File: src/rtl/spi_frame_pkg.sv
// Shared types and helpers for the SPI frame controller.
package spi_frame_pkg;

  // Frame sequencer states.
  typedef enum logic [2:0] {
    ST_IDLE = 3'd0,
    ST_CMD  = 3'd1,
    ST_ADDR = 3'd2,
    ST_DATA = 3'd3,
    ST_DONE = 3'd4
  } state_e;

  // Number of SPI clocks in one complete frame: rw bit, address, data.
  function automatic int frame_len(input int addr_w, input int data_w);
    return 1 + addr_w + data_w;
  endfunction

endpackage

File: src/rtl/spi_sync_edge.sv
// Multi-flop synchroniser for one asynchronous pin, followed by a delay
// flop so single-cycle rise/fall pulses can be produced in the clk domain.
module spi_sync_edge #(
  parameter int   SYNC_STAGES = 2,
  parameter logic RST_VAL     = 1'b0
) (
  input  logic clk,
  input  logic rstb,
  input  logic ena,
  input  logic d_i,
  output logic q_o,
  output logic rise_o,
  output logic fall_o
);

  logic [SYNC_STAGES-1:0] sync_q;
  logic                   dly_q;

  // Shift the pin through the synchroniser chain and keep one delayed copy.
  // NOTE: reset is sampled on the clock edge (synchronous) and all state
  // updates use non-blocking assignments so every flop sees pre-edge values.
  always_ff @(posedge clk) begin
    if (!rstb) begin
      sync_q <= {SYNC_STAGES{RST_VAL}};
      dly_q  <= RST_VAL;
    end else if (ena) begin
      sync_q <= {sync_q[SYNC_STAGES-2:0], d_i};
      dly_q  <= sync_q[SYNC_STAGES-1];
    end
  end

  assign q_o    = sync_q[SYNC_STAGES-1];
  assign rise_o = q_o & ~dly_q;
  assign fall_o = ~q_o & dly_q;

endmodule

File: src/rtl/spi_frame_controller.sv
// SPI mode-0 slave frame sequencer: {rw, addr, data} MSB first, producing
// single-cycle register read/write strobes and shifting read data on MISO.
module spi_frame_controller
  import spi_frame_pkg::*;
#(
  parameter int ADDR_W      = 3,
  parameter int DATA_W      = 8,
  parameter int SYNC_STAGES = 2
) (
  input  logic              clk,
  input  logic              rstb,
  input  logic              ena,
  input  logic              spi_cs_n,
  input  logic              spi_sclk,
  input  logic              spi_mosi,
  output logic              spi_miso,
  output logic [ADDR_W-1:0] reg_addr,
  output logic [DATA_W-1:0] reg_wdata,
  output logic              reg_we,
  output logic              reg_re,
  input  logic [DATA_W-1:0] reg_rdata,
  output logic              busy,
  output logic              frame_err
);

  localparam int MAX_W = (ADDR_W > DATA_W) ? ADDR_W : DATA_W;
  localparam int CNT_W = $clog2(MAX_W);

  // Synchronised pin levels and edges.
  logic cs_lvl_unused, cs_rise, cs_fall;
  logic sclk_lvl_unused, sclk_rise, sclk_fall;
  logic mosi_s, mosi_rise_unused, mosi_fall_unused;

  spi_sync_edge #(.SYNC_STAGES(SYNC_STAGES), .RST_VAL(1'b1)) u_sync_cs (
    .clk(clk), .rstb(rstb), .ena(ena), .d_i(spi_cs_n),
    .q_o(cs_lvl_unused), .rise_o(cs_rise), .fall_o(cs_fall)
  );

  spi_sync_edge #(.SYNC_STAGES(SYNC_STAGES), .RST_VAL(1'b0)) u_sync_sclk (
    .clk(clk), .rstb(rstb), .ena(ena), .d_i(spi_sclk),
    .q_o(sclk_lvl_unused), .rise_o(sclk_rise), .fall_o(sclk_fall)
  );

  spi_sync_edge #(.SYNC_STAGES(SYNC_STAGES), .RST_VAL(1'b0)) u_sync_mosi (
    .clk(clk), .rstb(rstb), .ena(ena), .d_i(spi_mosi),
    .q_o(mosi_s), .rise_o(mosi_rise_unused), .fall_o(mosi_fall_unused)
  );

  // Frame state.
  state_e              state_q, state_d;
  logic [CNT_W-1:0]    bit_cnt_q, bit_cnt_d;
  logic                rw_q, rw_d;
  logic [ADDR_W-1:0]   addr_sh_q, addr_sh_d;
  logic [ADDR_W-1:0]   reg_addr_q, reg_addr_d;
  logic [DATA_W-1:0]   rx_sh_q, rx_sh_d;
  logic [DATA_W-1:0]   tx_sh_q, tx_sh_d;
  logic [DATA_W-1:0]   reg_wdata_q, reg_wdata_d;
  logic                reg_re_q, reg_re_d;
  logic                reg_we_q, reg_we_d;
  logic                we_pend_q, we_pend_d;
  logic                tx_load_q, tx_load_d;
  logic                frame_err_q, frame_err_d;

  // Field values including the bit arriving on this rise.
  logic [ADDR_W-1:0] addr_full;
  logic [DATA_W-1:0] rx_full;
  assign addr_full = ADDR_W'({addr_sh_q, mosi_s});
  assign rx_full   = DATA_W'({rx_sh_q, mosi_s});

  // Next-state and datapath decode; cs_rise takes priority over sclk edges.
  // NOTE: every _d signal receives a default first, so no path leaves one
  // unassigned and no latch is inferred.
  always_comb begin
    state_d     = state_q;
    bit_cnt_d   = bit_cnt_q;
    rw_d        = rw_q;
    addr_sh_d   = addr_sh_q;
    reg_addr_d  = reg_addr_q;
    rx_sh_d     = rx_sh_q;
    tx_sh_d     = tx_sh_q;
    reg_re_d    = 1'b0;
    we_pend_d   = 1'b0;
    frame_err_d = 1'b0;
    tx_load_d   = reg_re_q;
    reg_we_d    = we_pend_q;
    reg_wdata_d = we_pend_q ? rx_sh_q : reg_wdata_q;

    // Read data is captured the cycle after the read strobe.
    if (tx_load_q) tx_sh_d = reg_rdata;

    unique case (state_q)
      ST_IDLE: begin
        if (cs_fall) begin
          state_d   = ST_CMD;
          bit_cnt_d = '0;
        end
      end
      ST_CMD: begin
        if (cs_rise) begin
          state_d     = ST_IDLE;
          frame_err_d = 1'b1;
        end else if (sclk_rise) begin
          rw_d      = mosi_s;
          state_d   = ST_ADDR;
          bit_cnt_d = '0;
        end
      end
      ST_ADDR: begin
        if (cs_rise) begin
          state_d     = ST_IDLE;
          frame_err_d = 1'b1;
        end else if (sclk_rise) begin
          addr_sh_d = addr_full;
          if (bit_cnt_q == CNT_W'(ADDR_W - 1)) begin
            reg_addr_d = addr_full;
            reg_re_d   = rw_q;
            state_d    = ST_DATA;
            bit_cnt_d  = '0;
          end else begin
            bit_cnt_d = bit_cnt_q + CNT_W'(1);
          end
        end
      end
      ST_DATA: begin
        if (cs_rise) begin
          state_d     = ST_IDLE;
          frame_err_d = 1'b1;
        end else if (sclk_rise) begin
          rx_sh_d = rx_full;
          if (bit_cnt_q == CNT_W'(DATA_W - 1)) begin
            state_d   = ST_DONE;
            we_pend_d = ~rw_q;
          end else begin
            bit_cnt_d = bit_cnt_q + CNT_W'(1);
          end
        end else if (sclk_fall && (bit_cnt_q != '0) && rw_q) begin
          // The first fall after the address keeps the MSB on the line.
          tx_sh_d = {tx_sh_q[DATA_W-2:0], 1'b0};
        end
      end
      ST_DONE: begin
        if (cs_rise) state_d = ST_IDLE;
      end
      default: state_d = ST_IDLE;
    endcase
  end

  // State register; everything holds while ena is low.
  always_ff @(posedge clk) begin
    if (!rstb) begin
      state_q     <= ST_IDLE;
      bit_cnt_q   <= '0;
      rw_q        <= 1'b0;
      addr_sh_q   <= '0;
      reg_addr_q  <= '0;
      rx_sh_q     <= '0;
      tx_sh_q     <= '0;
      reg_wdata_q <= '0;
      reg_re_q    <= 1'b0;
      reg_we_q    <= 1'b0;
      we_pend_q   <= 1'b0;
      tx_load_q   <= 1'b0;
      frame_err_q <= 1'b0;
    end else if (ena) begin
      state_q     <= state_d;
      bit_cnt_q   <= bit_cnt_d;
      rw_q        <= rw_d;
      addr_sh_q   <= addr_sh_d;
      reg_addr_q  <= reg_addr_d;
      rx_sh_q     <= rx_sh_d;
      tx_sh_q     <= tx_sh_d;
      reg_wdata_q <= reg_wdata_d;
      reg_re_q    <= reg_re_d;
      reg_we_q    <= reg_we_d;
      we_pend_q   <= we_pend_d;
      tx_load_q   <= tx_load_d;
      frame_err_q <= frame_err_d;
    end
  end

  assign spi_miso  = (state_q == ST_DATA) && rw_q && tx_sh_q[DATA_W-1];
  assign reg_addr  = reg_addr_q;
  assign reg_wdata = reg_wdata_q;
  assign reg_we    = reg_we_q & ena;
  assign reg_re    = reg_re_q & ena;
  assign frame_err = frame_err_q & ena;
  assign busy      = (state_q != ST_IDLE);

endmodule

File: config.mk
export PLATFORM = sky130hd
export DESIGN_NAME = spi_frame_controller
export DESIGN_NICKNAME = d
export VERILOG_FILES = /design/src/rtl/spi_frame_pkg.sv /design/src/rtl/spi_sync_edge.sv /design/src/rtl/spi_frame_controller.sv
export SDC_FILE = /design/constraint.sdc
export NUM_CORES = 1
export LEC_CHECK = 0
export ABC_AREA = 1
export CAP_MARGIN = 0
export CORE_AREA = 2 2 93 95
export CTS_CLUSTER_SIZE = 8
export DETAILED_ROUTE_END_ITERATION = 10
export DIE_AREA = 0 0 95 97
export PLACE_DENSITY = 0.51
export REMOVE_ABC_BUFFERS = 1
export SLEW_MARGIN = 20
export SYNTH_ARGS = -nofsm -noshare
export SYNTH_HDL_FRONTEND = slang
export SYNTH_HIERARCHICAL = 1
export SYNTH_SLANG_ARGS = --single-unit
File: constraint.sdc
create_clock -name clk -period 1.4 [get_ports clk]
set_input_delay 0.28 -clock clk [delete_from_list [all_inputs] [get_ports clk]]
set_output_delay 0.28 -clock clk [all_outputs]
set_load 0.02 [all_outputs]
==> results of run 1 <==
## per-stage QoR
step | TNS [ns] | area, sq um | instances
detailed placement | -17.93 | 3050 | 499
global route | -0.987 | 3460 | 511
floorplan | -4.08 | 2320 | 326
global placement | -17.49 | 3050 | 499
finish | -0.0145 | 3460 | 511
CTS | 0 | 3230 | 507
## power breakdown
group          switching (uW)  internal [uW]  leakage (uW)
Sequential                113           1510      0.000401
Clock                     505            719     0.0000687
Combinational             994            776       0.00114
## worst paths after layout
kind	end	from	cells past startpoint	slack, ns
worst max-delay path	tx_sh_q[7]	bit_cnt_q[1]	10	-0.01
worst min-delay path	reg_we_q	reg_we_q	2	0.46
worst max register to register	tx_sh_q[7]	bit_cnt_q[1]	10	-0.01
worst min register to register	reg_we_q	reg_we_q	2	0.46
## tightest hold or removal path, stage by stage, from the launching register on
cell	delay, ns
dfxtp_1	0.32
nand2_1	0.06
a21oi_1	0.05
## repair_timing
action	in CTS	in global routing
hold endpoints to repair	0	0
pin swaps	9	36
resized for setup	46	70
setup endpoints to repair	53	36
buffers inserted	0	4
## state kept, by name, summed over array words and instances, names as in the netlist, 2 cells and up
name,count
state_q,3
u_sync_sclk/sync_q,2
bit_cnt_q,3
u_sync_mosi/sync_q,2
reg_wdata,8
reg_addr,3
addr_sh_q,2
tx_sh_q,8
rx_sh_q,8
u_sync_cs/sync_q,2
## cell type report
cell class                 count  area [sq um]  share of cell area, %
multi-input combinational    243          1440                   41.5
clock buffer                   5          68.8                   1.99
sequential                    49           996                   28.8
timing repair buffer          72           616                   17.8
tap                          105           131                   3.80
clock inverter                 3          68.8                   1.99
inverter                      34           143                   4.12
## routing by layer
layer / vias to the layer above / global-route usage, % / wire (um)
met4: 0 / 4.01 / 82
met1: 991 / 16.6 / 2610
met5: - / 0 / 0
met2: 41 / 19.3 / 2570
met3: 6 / 2.41 / 232
li1: 1198 / - / -
==> reports/qor.txt, run 1 <==
Max Cap Viol = 0
worst skew pair latency = 0.31 ns
CTS buffer count = 5
die height = 97 um
post-route clock skew = 0.00818 ns
data arrival time of the worst path = 1.61 ns
clock tree from TritonCTS = done
via count = 2,236
count of input and output buffers = 29
Mean Syn Cell Area = 7.05 sq um
maximum number of pins on one net before global-route repair = 19
delay contributed by the slowest stage of the critical path = 0.37 ns
kind of cell with the highest combined delay on the critical path = simple AND/OR/NAND/NOR gates
placed wire-length estimate after detailed placement = 3950 um
total leakage power = 0.00161 uW
Filler Cell Count = 860
final core area utilization = 42.5%
drt total wl = 5500 um
routed vias/inst = 4.38
Final Setup Violations = 1
RSZ-0062 raised after global routing = yes
critical path launch point type = flop
max frequency = 707 MHz
die extent in x = 95 um
total gr overflow = 0
peak supply drop = 0.939 mV
most common cell after layout, fill and taps aside = nor2_1
vias in the first global route = 1,999
capturing element type of the critical path = flop
clock tree sinks = 49
Core Box Area = 8130 sq um
number of buffers inserted by hold repair at cts = 0
Hold Slack = 0.464 ns
IO Count = 30
type of the most critical hold path = reg -> reg
placement-stage worst setup slack = -0.542 ns
antenna violations before repair = 0
Nets = 423
Die Area = 9220 sq um
post-route DRC violation count = 0
global-route wire length before repair = 9020 um
Area Growth Syn to Fin = 46.5%
Netlist Area Pre-Place = 2360 sq um
layout cell share with drive strength beyond 1 = 31.8%
peak fanout along the critical path = 4
worst rel slew slack = 71.4%
Clk Tree Root Cell = clkbuf_8
post-detailed-route wirelength per cell = 10.8 um
crit path buf inv count = 4
largest buffer count on any clock path = 2
first-pass detailed-route iteration total = 4
result of the run = complete, but fails checks
Initial DRC Count = 47
library cell contributing the largest single delay on the critical path = dfxtp_2
Pwr Density = 1340 nW/um^2
failing checks = negative setup slack
routability congestion estimate = 0.823
Max Transition Viols Final = 0
count of standard-cell rows = 33
worst path cell trace = buf_6 > inv_4 > ha_4 > inv_2 > nor2_4 > nor2_4 > buf_6 > nand3b_1 > nand3_2 > a21oi_2
crit path kind = reg -> reg
starting density of the core = 29.0%
final antenna-violating net count = 0
share of the cycle needed by the critical path after routing = 101%
global router's overall resource usage = 12.2%
Fin. Hold Viols = 0
post-route minimum period = 1.41 ns
Synth Instances = 335
slew at the pin with the worst max-slew slack = 0.429 ns
worst setup slack after layout = -0.0145 ns
Warnings, synthesis = 6
number of levels the H-tree was split into = 2
data required time at the worst endpoint = 1.60 ns
most frequent cells in the layout = nor2_1 (65), nand2_1 (57), dfxtp_1 (43)
antenna cell count = 0
clock-pin slew on the worst setup and hold paths = 0.09 ns
post-route total power = 4620 uW
Note: power is estimated with default switching activity, not from simulation.
==> run 2, diff against run 1 <==
--- a/config.mk
+++ b/config.mk
@@ -13,6 +13,7 @@
 export DIE_AREA = 0 0 95 97
 export PLACE_DENSITY = 0.51
 export REMOVE_ABC_BUFFERS = 1
+export SKIP_LAST_GASP = 1
 export SLEW_MARGIN = 20
 export SYNTH_ARGS = -nofsm -noshare
 export SYNTH_HDL_FRONTEND = slang
==> reports/qor.txt, run 2 (same netlist as run 1, synthesis figures left out) <==
total leakage power = 0.00162 uW (+0.24%)
number of levels the H-tree was split into = 2 (unchanged)
worst setup slack after layout = -0.0145 ns (-0.0000791 ns)
Fin. Hold Viols = 0 (unchanged)
Max Cap Viol = 0 (unchanged)
RSZ-0062 raised after global routing = yes
count of standard-cell rows = 33 (unchanged)
Nets = 423 (unchanged)
Hold Path Cell Cnt = 2 (unchanged)
peak supply drop = 0.939 mV (about the same)
Area Growth Syn to Fin = 46.7%
library cell contributing the largest single delay on the critical path = dfxtp_2
final antenna-violating net count = 0 (unchanged)
IO Count = 30 (unchanged)
failing checks = negative setup slack
Final Instance Area = 3460 sq um (+0.11%)
post-route minimum period = 1.41 ns (+0.0000791 ns)
max frequency = 707 MHz (about the same)
Clk Tree Root Cell = clkbuf_8
Core Box Area = 8130 sq um (unchanged)
most common cell after layout, fill and taps aside = nor2_1
area after detailed placement = 3050 sq um (unchanged)
CTS buffer count = 5 (unchanged)
R2R cell count = 10 (unchanged)
antenna cell count = 0 (unchanged)
placed wire-length estimate after detailed placement = 3950 um (unchanged)
result of the run = complete, but fails checks
global router's overall resource usage = 12.2% (unchanged)
first-pass detailed-route iteration total = 4 (unchanged)
worst skew pair latency = 0.31 ns (about the same)
data required time at the worst endpoint = 1.60 ns (about the same)
post-route clock skew = 0.00858 ns (+0.000397 ns)
vias in the first global route = 1,999 (unchanged)
antenna violations before repair = 0 (unchanged)
capturing element type of the critical path = flop
die extent in x = 95 um (unchanged)
final core area utilization = 42.6% (+0.046 points)
via count = 2,239 (+0.13%)
count of input and output buffers = 29 (unchanged)
type of the most critical hold path = reg -> reg
most frequent cells in the layout = nor2_1 (65), nand2_1 (57), dfxtp_1 (43)
number of buffers inserted by hold repair at cts = 0 (unchanged)
Max Transition Viols Final = 0 (unchanged)
post-route DRC violation count = 0 (unchanged)
global-route wire length before repair = 9020 um (unchanged)
clock tree from TritonCTS = done
drt total wl = 5510 um (+0.20%)
maximum number of pins on one net before global-route repair = 19 (unchanged)
largest buffer count on any clock path = 2 (unchanged)
starting density of the core = 29.0% (unchanged)
crit path kind = reg -> reg
Die Area = 9220 sq um (unchanged)
worst rel slew slack = 71.0% (-0.41 points)
clock-pin slew on the worst setup and hold paths = 0.09 ns (about the same)
routed vias/inst = 4.38 (+0.13%)
Final Setup Violations = 1 (unchanged)
worst path cell trace = buf_6 > inv_4 > ha_4 > inv_2 > nor2_4 > nor2_4 > buf_6 > nand3b_1 > nand3_2 > a21oi_2
Initial DRC Count = 49 (+4.3%)
peak fanout along the critical path = 4 (unchanged)
die height = 97 um (unchanged)
Pwr Density = 1330 nW/um^2 (-0.13%)
routability congestion estimate = 0.823 (unchanged)
critical path launch point type = flop
layout cell share with drive strength beyond 1 = 31.5% (-0.25 points)
share of the cycle needed by the critical path after routing = 101% (about the same)
delay contributed by the slowest stage of the critical path = 0.37 ns (about the same)
post-detailed-route wirelength per cell = 10.8 um (+0.20%)
total gr overflow = 0 (unchanged)
data arrival time of the worst path = 1.61 ns (about the same)
clock tree sinks = 49 (unchanged)
slew at the pin with the worst max-slew slack = 0.435 ns (+0.00607 ns)
[run 2: critical path, delay by kind of cell (launching register included)]
family | cells | cell delay, ns
simple gates | 4 | 0.42
flops | 1 | 0.37
buf+inv | 4 | 0.35
fa+ha+maj | 1 | 0.14
compound gates | 1 | 0.05
[run 2: where the power goes]
group          switching [uW]  internal [uW]  leakage (uW)
Combinational             993            775       0.00115
Sequential                113           1510      0.000401
Clock                     506            719     0.0000687
Total                    1610           3010       0.00162
[run 2: final cells by class]
type / count / area (sq um)
fillers: 860 / 4670
multi-input cells: 243 / 1440
flip-flops and latches: 49 / 996
repair buffers: 72 / 619
inverters: 34 / 143
well taps: 105 / 131
clock buffers: 5 / 68.8
clock inverters: 3 / 68.8
[run 2: routing by layer]
layer | track usage (%) | part of all wire [%] | up-vias
li1 | - | - | 1199
met1 | 16.6 | 48 | 999
met2 | 19.3 | 47 | 35
met3 | 2.41 | 3.7 | 6
met4 | 4.01 | 1.5 | 0
met5 | 0 | 0 | -
[run 2: final timing paths]
kind                startpoint         end  slack [ns]
setup / recovery  bit_cnt_q[1]  tx_sh_q[7]       -0.01
hold / removal        reg_we_q    reg_we_q        0.46
setup reg to reg  bit_cnt_q[1]  tx_sh_q[7]       -0.01
hold reg to reg       reg_we_q    reg_we_q        0.46
[run 2: repair_timing]
item                                    CTS  global route
pin swaps                                 9            36
buffers inserted                          0             4
resized for setup                        45            68
endpoints found under the setup margin   53            36
hold endpoints to repair                  0             0
cloned                                    0             0
[run 2: stage by stage]
stage	hold WS [ns]	total power (uW)	worst slack, ns	setup TNS [ns]	instances
finish	0.463	4620	-0.0145	-0.0145	511
global route	0.477	4910	-0.103	-1.05	511
CTS	0.464	4320	-0.0164	-0.0164	507
detailed placement	0.445	2990	-0.542	-17.93	499
global placement	0.439	2980	-0.557	-17.49	499
floorplan	0.364	2400	-0.296	-4.08	326
==> run 3, diff against run 2 <==
--- a/config.mk
+++ b/config.mk
@@ -12,7 +12,6 @@
 export DETAILED_ROUTE_END_ITERATION = 10
 export DIE_AREA = 0 0 95 97
 export PLACE_DENSITY = 0.51
-export REMOVE_ABC_BUFFERS = 1
 export SKIP_LAST_GASP = 1
 export SLEW_MARGIN = 20
 export SYNTH_ARGS = -nofsm -noshare
==> reports/qor.txt, run 3 (same netlist as run 1, synthesis figures left out) <==
RSZ-0062 raised after global routing = yes
multi-input gate area in the final layout = 1330 sq um (-7.3%)
Area Growth Syn to Fin = 39.2%
antenna violations before repair = 0 (unchanged)
starting density of the core = 29.0% (unchanged)
clock-pin slew on the worst setup and hold paths = 0.10 ns (about the same)
placed wire-length estimate after detailed placement = 3850 um (-2.7%)
first-pass detailed-route iteration total = 5 (+1)
Max Cap Viol = 0 (unchanged)
most frequent cells in the layout = nor2_1 (72), nand2_1 (64), dfxtp_1 (42)
endpoint of the worst-slack reg-to-reg timing path = bit_cnt_q[2]
worst skew pair latency = 0.31 ns (about the same)
dominant cell type by count on the critical path = nor2_1
maximum number of pins on one net before global-route repair = 30 (+11)
number of buffers inserted by hold repair at cts = 0 (unchanged)
post-route total power = 4170 uW (-9.7%)
Final Non-Filler Cells = 508 (-0.59%)
dpl cells = 492 (-1.4%)
peak fanout along the critical path = 6 (+2)
clock tree sinks = 49 (unchanged)
die extent in x = 95 um (unchanged)
result of the run = finished clean
drt total wl = 5340 um (-3.1%)
delay contributed by the slowest stage of the critical path = 0.37 ns (about the same)
Hold Crit Start = reg_we_q
Initial DRC Count = 72 (+47%)
capturing element type of the critical path = flop
post-route clock skew = 0.00574 ns (-0.00284 ns)
data arrival time of the worst path = 1.63 ns (+0.02 ns)
share of the cycle needed by the critical path after routing = 99.0% (-2.0 points)
flip-flop and latch area = 997 sq um (+0.13%)
number of levels the H-tree was split into = 2 (unchanged)
global-route wire length before repair = 9140 um (+1.4%)
Final Setup Violations = 0 (-1)
Crit. Startpoint = bit_cnt_q[0]
layout cell share with drive strength beyond 1 = 26.1% (-5.5 points)
count of standard-cell rows = 33 (unchanged)
final antenna-violating net count = 0 (unchanged)
total leakage power = 0.00157 uW (-3.2%)
die height = 97 um (unchanged)
worst path cell trace = ha_4 > ha_4 > nor2_4 > nor2_1 > nor2_1 > nand3_2 > nand2_1 > nand2_1 > nor2_1
type of the most critical hold path = reg -> reg
Pwr Density = 1270 nW/um^2 (-4.9%)
R2R cell count = 9 (-1)
global router's overall resource usage = 12.1% (-0.099 points)
library cell contributing the largest single delay on the critical path = dfxtp_4
slew at the pin with the worst max-slew slack = 0.452 ns (+0.0167 ns)
CTS buffer count = 5 (unchanged)
end point of the critical path = bit_cnt_q[2]
kind of cell with the highest combined delay on the critical path = simple AND/OR/NAND/NOR gates
total gr overflow = 0 (unchanged)
post-route DRC violation count = 0 (unchanged)
critical path launch point type = flop
most common cell after layout, fill and taps aside = nor2_1
count of input and output buffers = 29 (unchanged)
crit path buf inv count = 0 (-4)
Core Box Area = 8130 sq um (unchanged)
largest buffer count on any clock path = 2 (unchanged)
antenna cell count = 0 (unchanged)
IO Count = 30 (unchanged)
worst rel slew slack = 69.8% (-1.1 points)
routability congestion estimate = 0.804 (-2.4%)
crit path kind = reg -> reg
clock tree from TritonCTS = done
Nets = 420 (-0.71%)
number of stages on the worst setup path = 9 (-1)
post-detailed-route wirelength per cell = 10.5 um (-2.5%)
routed vias/inst = 4.32 (-1.4%)
net count after synthesis = 353
data required time at the worst endpoint = 1.65 ns (+0.05 ns)
Hold Slack = 0.468 ns (+0.00475 ns)
Fin. Hold Viols = 0 (unchanged)
flop-to-flop setup slack = 0.01 ns (+0.03 ns)
Clk Tree Root Cell = clkbuf_8
Filler Cell Count = 845 (-1.7%)
via count = 2,194 (-2.0%)
max frequency = 721 MHz (+2.0%)
vias in the first global route = 2,064 (+3.3%)
Die Area = 9220 sq um (unchanged)
Max Transition Viols Final = 0 (unchanged)
post-route minimum period = 1.39 ns (-0.0282 ns)
peak supply drop = 0.423 mV (-55%)
Crit Reg-Reg Startpoint = bit_cnt_q[0]
sum of negative setup slack = 0 ns (+0.0145 ns)
==> run 3: cell types whose count changed in the layout (fill, tap and decap cells not counted), moves of 3 or more <==
cell | previous run | this run
inv_1 | 21 | 24
inv_4 | 6 | 3
nand2_1 | 57 | 64
nand2_2 | 11 | 5
nor2_1 | 65 | 72
nor2_2 | 9 | 5
nor2_4 | 10 | 7
==> run 3: where the power goes <==
part / leakage (uW) / total [uW] / internal, uW / switching (uW)
registers: 0.000401 / 1630 / 1520 / 115
logic: 0.00111 / 1620 / 744 / 879
clock network: 0.0000506 / 918 / 375 / 543
total: 0.00157 / 4170 / 2640 / 1540
==> run 3: worst min-delay path by stage <==
stage	to	slack, ns	cells past startpoint
after global placement	u_sync_cs/sync_q[0]	0.44	2
after CTS	u_sync_cs/sync_q[0]	0.47	2
after global routing	u_sync_mosi/sync_q[0]	0.49	2
after detailed placement	u_sync_cs/sync_q[0]	0.44	2
final	reg_we_q	0.47	2
after floorplan	u_sync_cs/dly_q	0.36	1
==> run 3: worst min-delay path: cells and delay by family, from the launching register on <==
kind,cells,cell delay [ns]
AND/OR/NAND/NOR,1,0.06
flip-flops,1,0.33
AO/OA/AOI/OAI,1,0.05
==> run 3: per-layer routing <==
metal	part of all wire, %	wire (um)	GRT usage (%)
met1	50	2670	16.5
met2	46	2450	19.1
met3	3.3	174	2.49
met4	0.77	41	3.68
met5	0	0	0
==> run 3: through the flow <==
step | cell area, sq um | setup WS [ns] | utilization [%]
2_1_floorplan | 2360 | 0.0261 | -
3_3_place_gp | 2990 | -0.513 | 36.8
3_5_place_dp | 2990 | -0.524 | 36.8
4_1_cts | 3130 | -0.00659 | 38.5
5_1_grt | 3290 | -0.0889 | 40.4
6_report | 3290 | 0.0136 | 40.4
==> run 3: final cells by class <==
cell class / instances / share of cell area [%]
inverter: 34 / 4.11
multi-input combinational: 243 / 40.5
sequential: 49 / 30.3
clock inverter: 3 / 0.875
clock buffer: 5 / 2.09
timing repair buffer: 69 / 18.1
tap: 105 / 3.99
==> run 3: repair_timing <==
action	4_1_cts	5_1_grt
buffers inserted	1	7
setup endpoints to repair	53	27
pin swaps	8	19
resized for setup	41	44
hold endpoints to repair	0	0
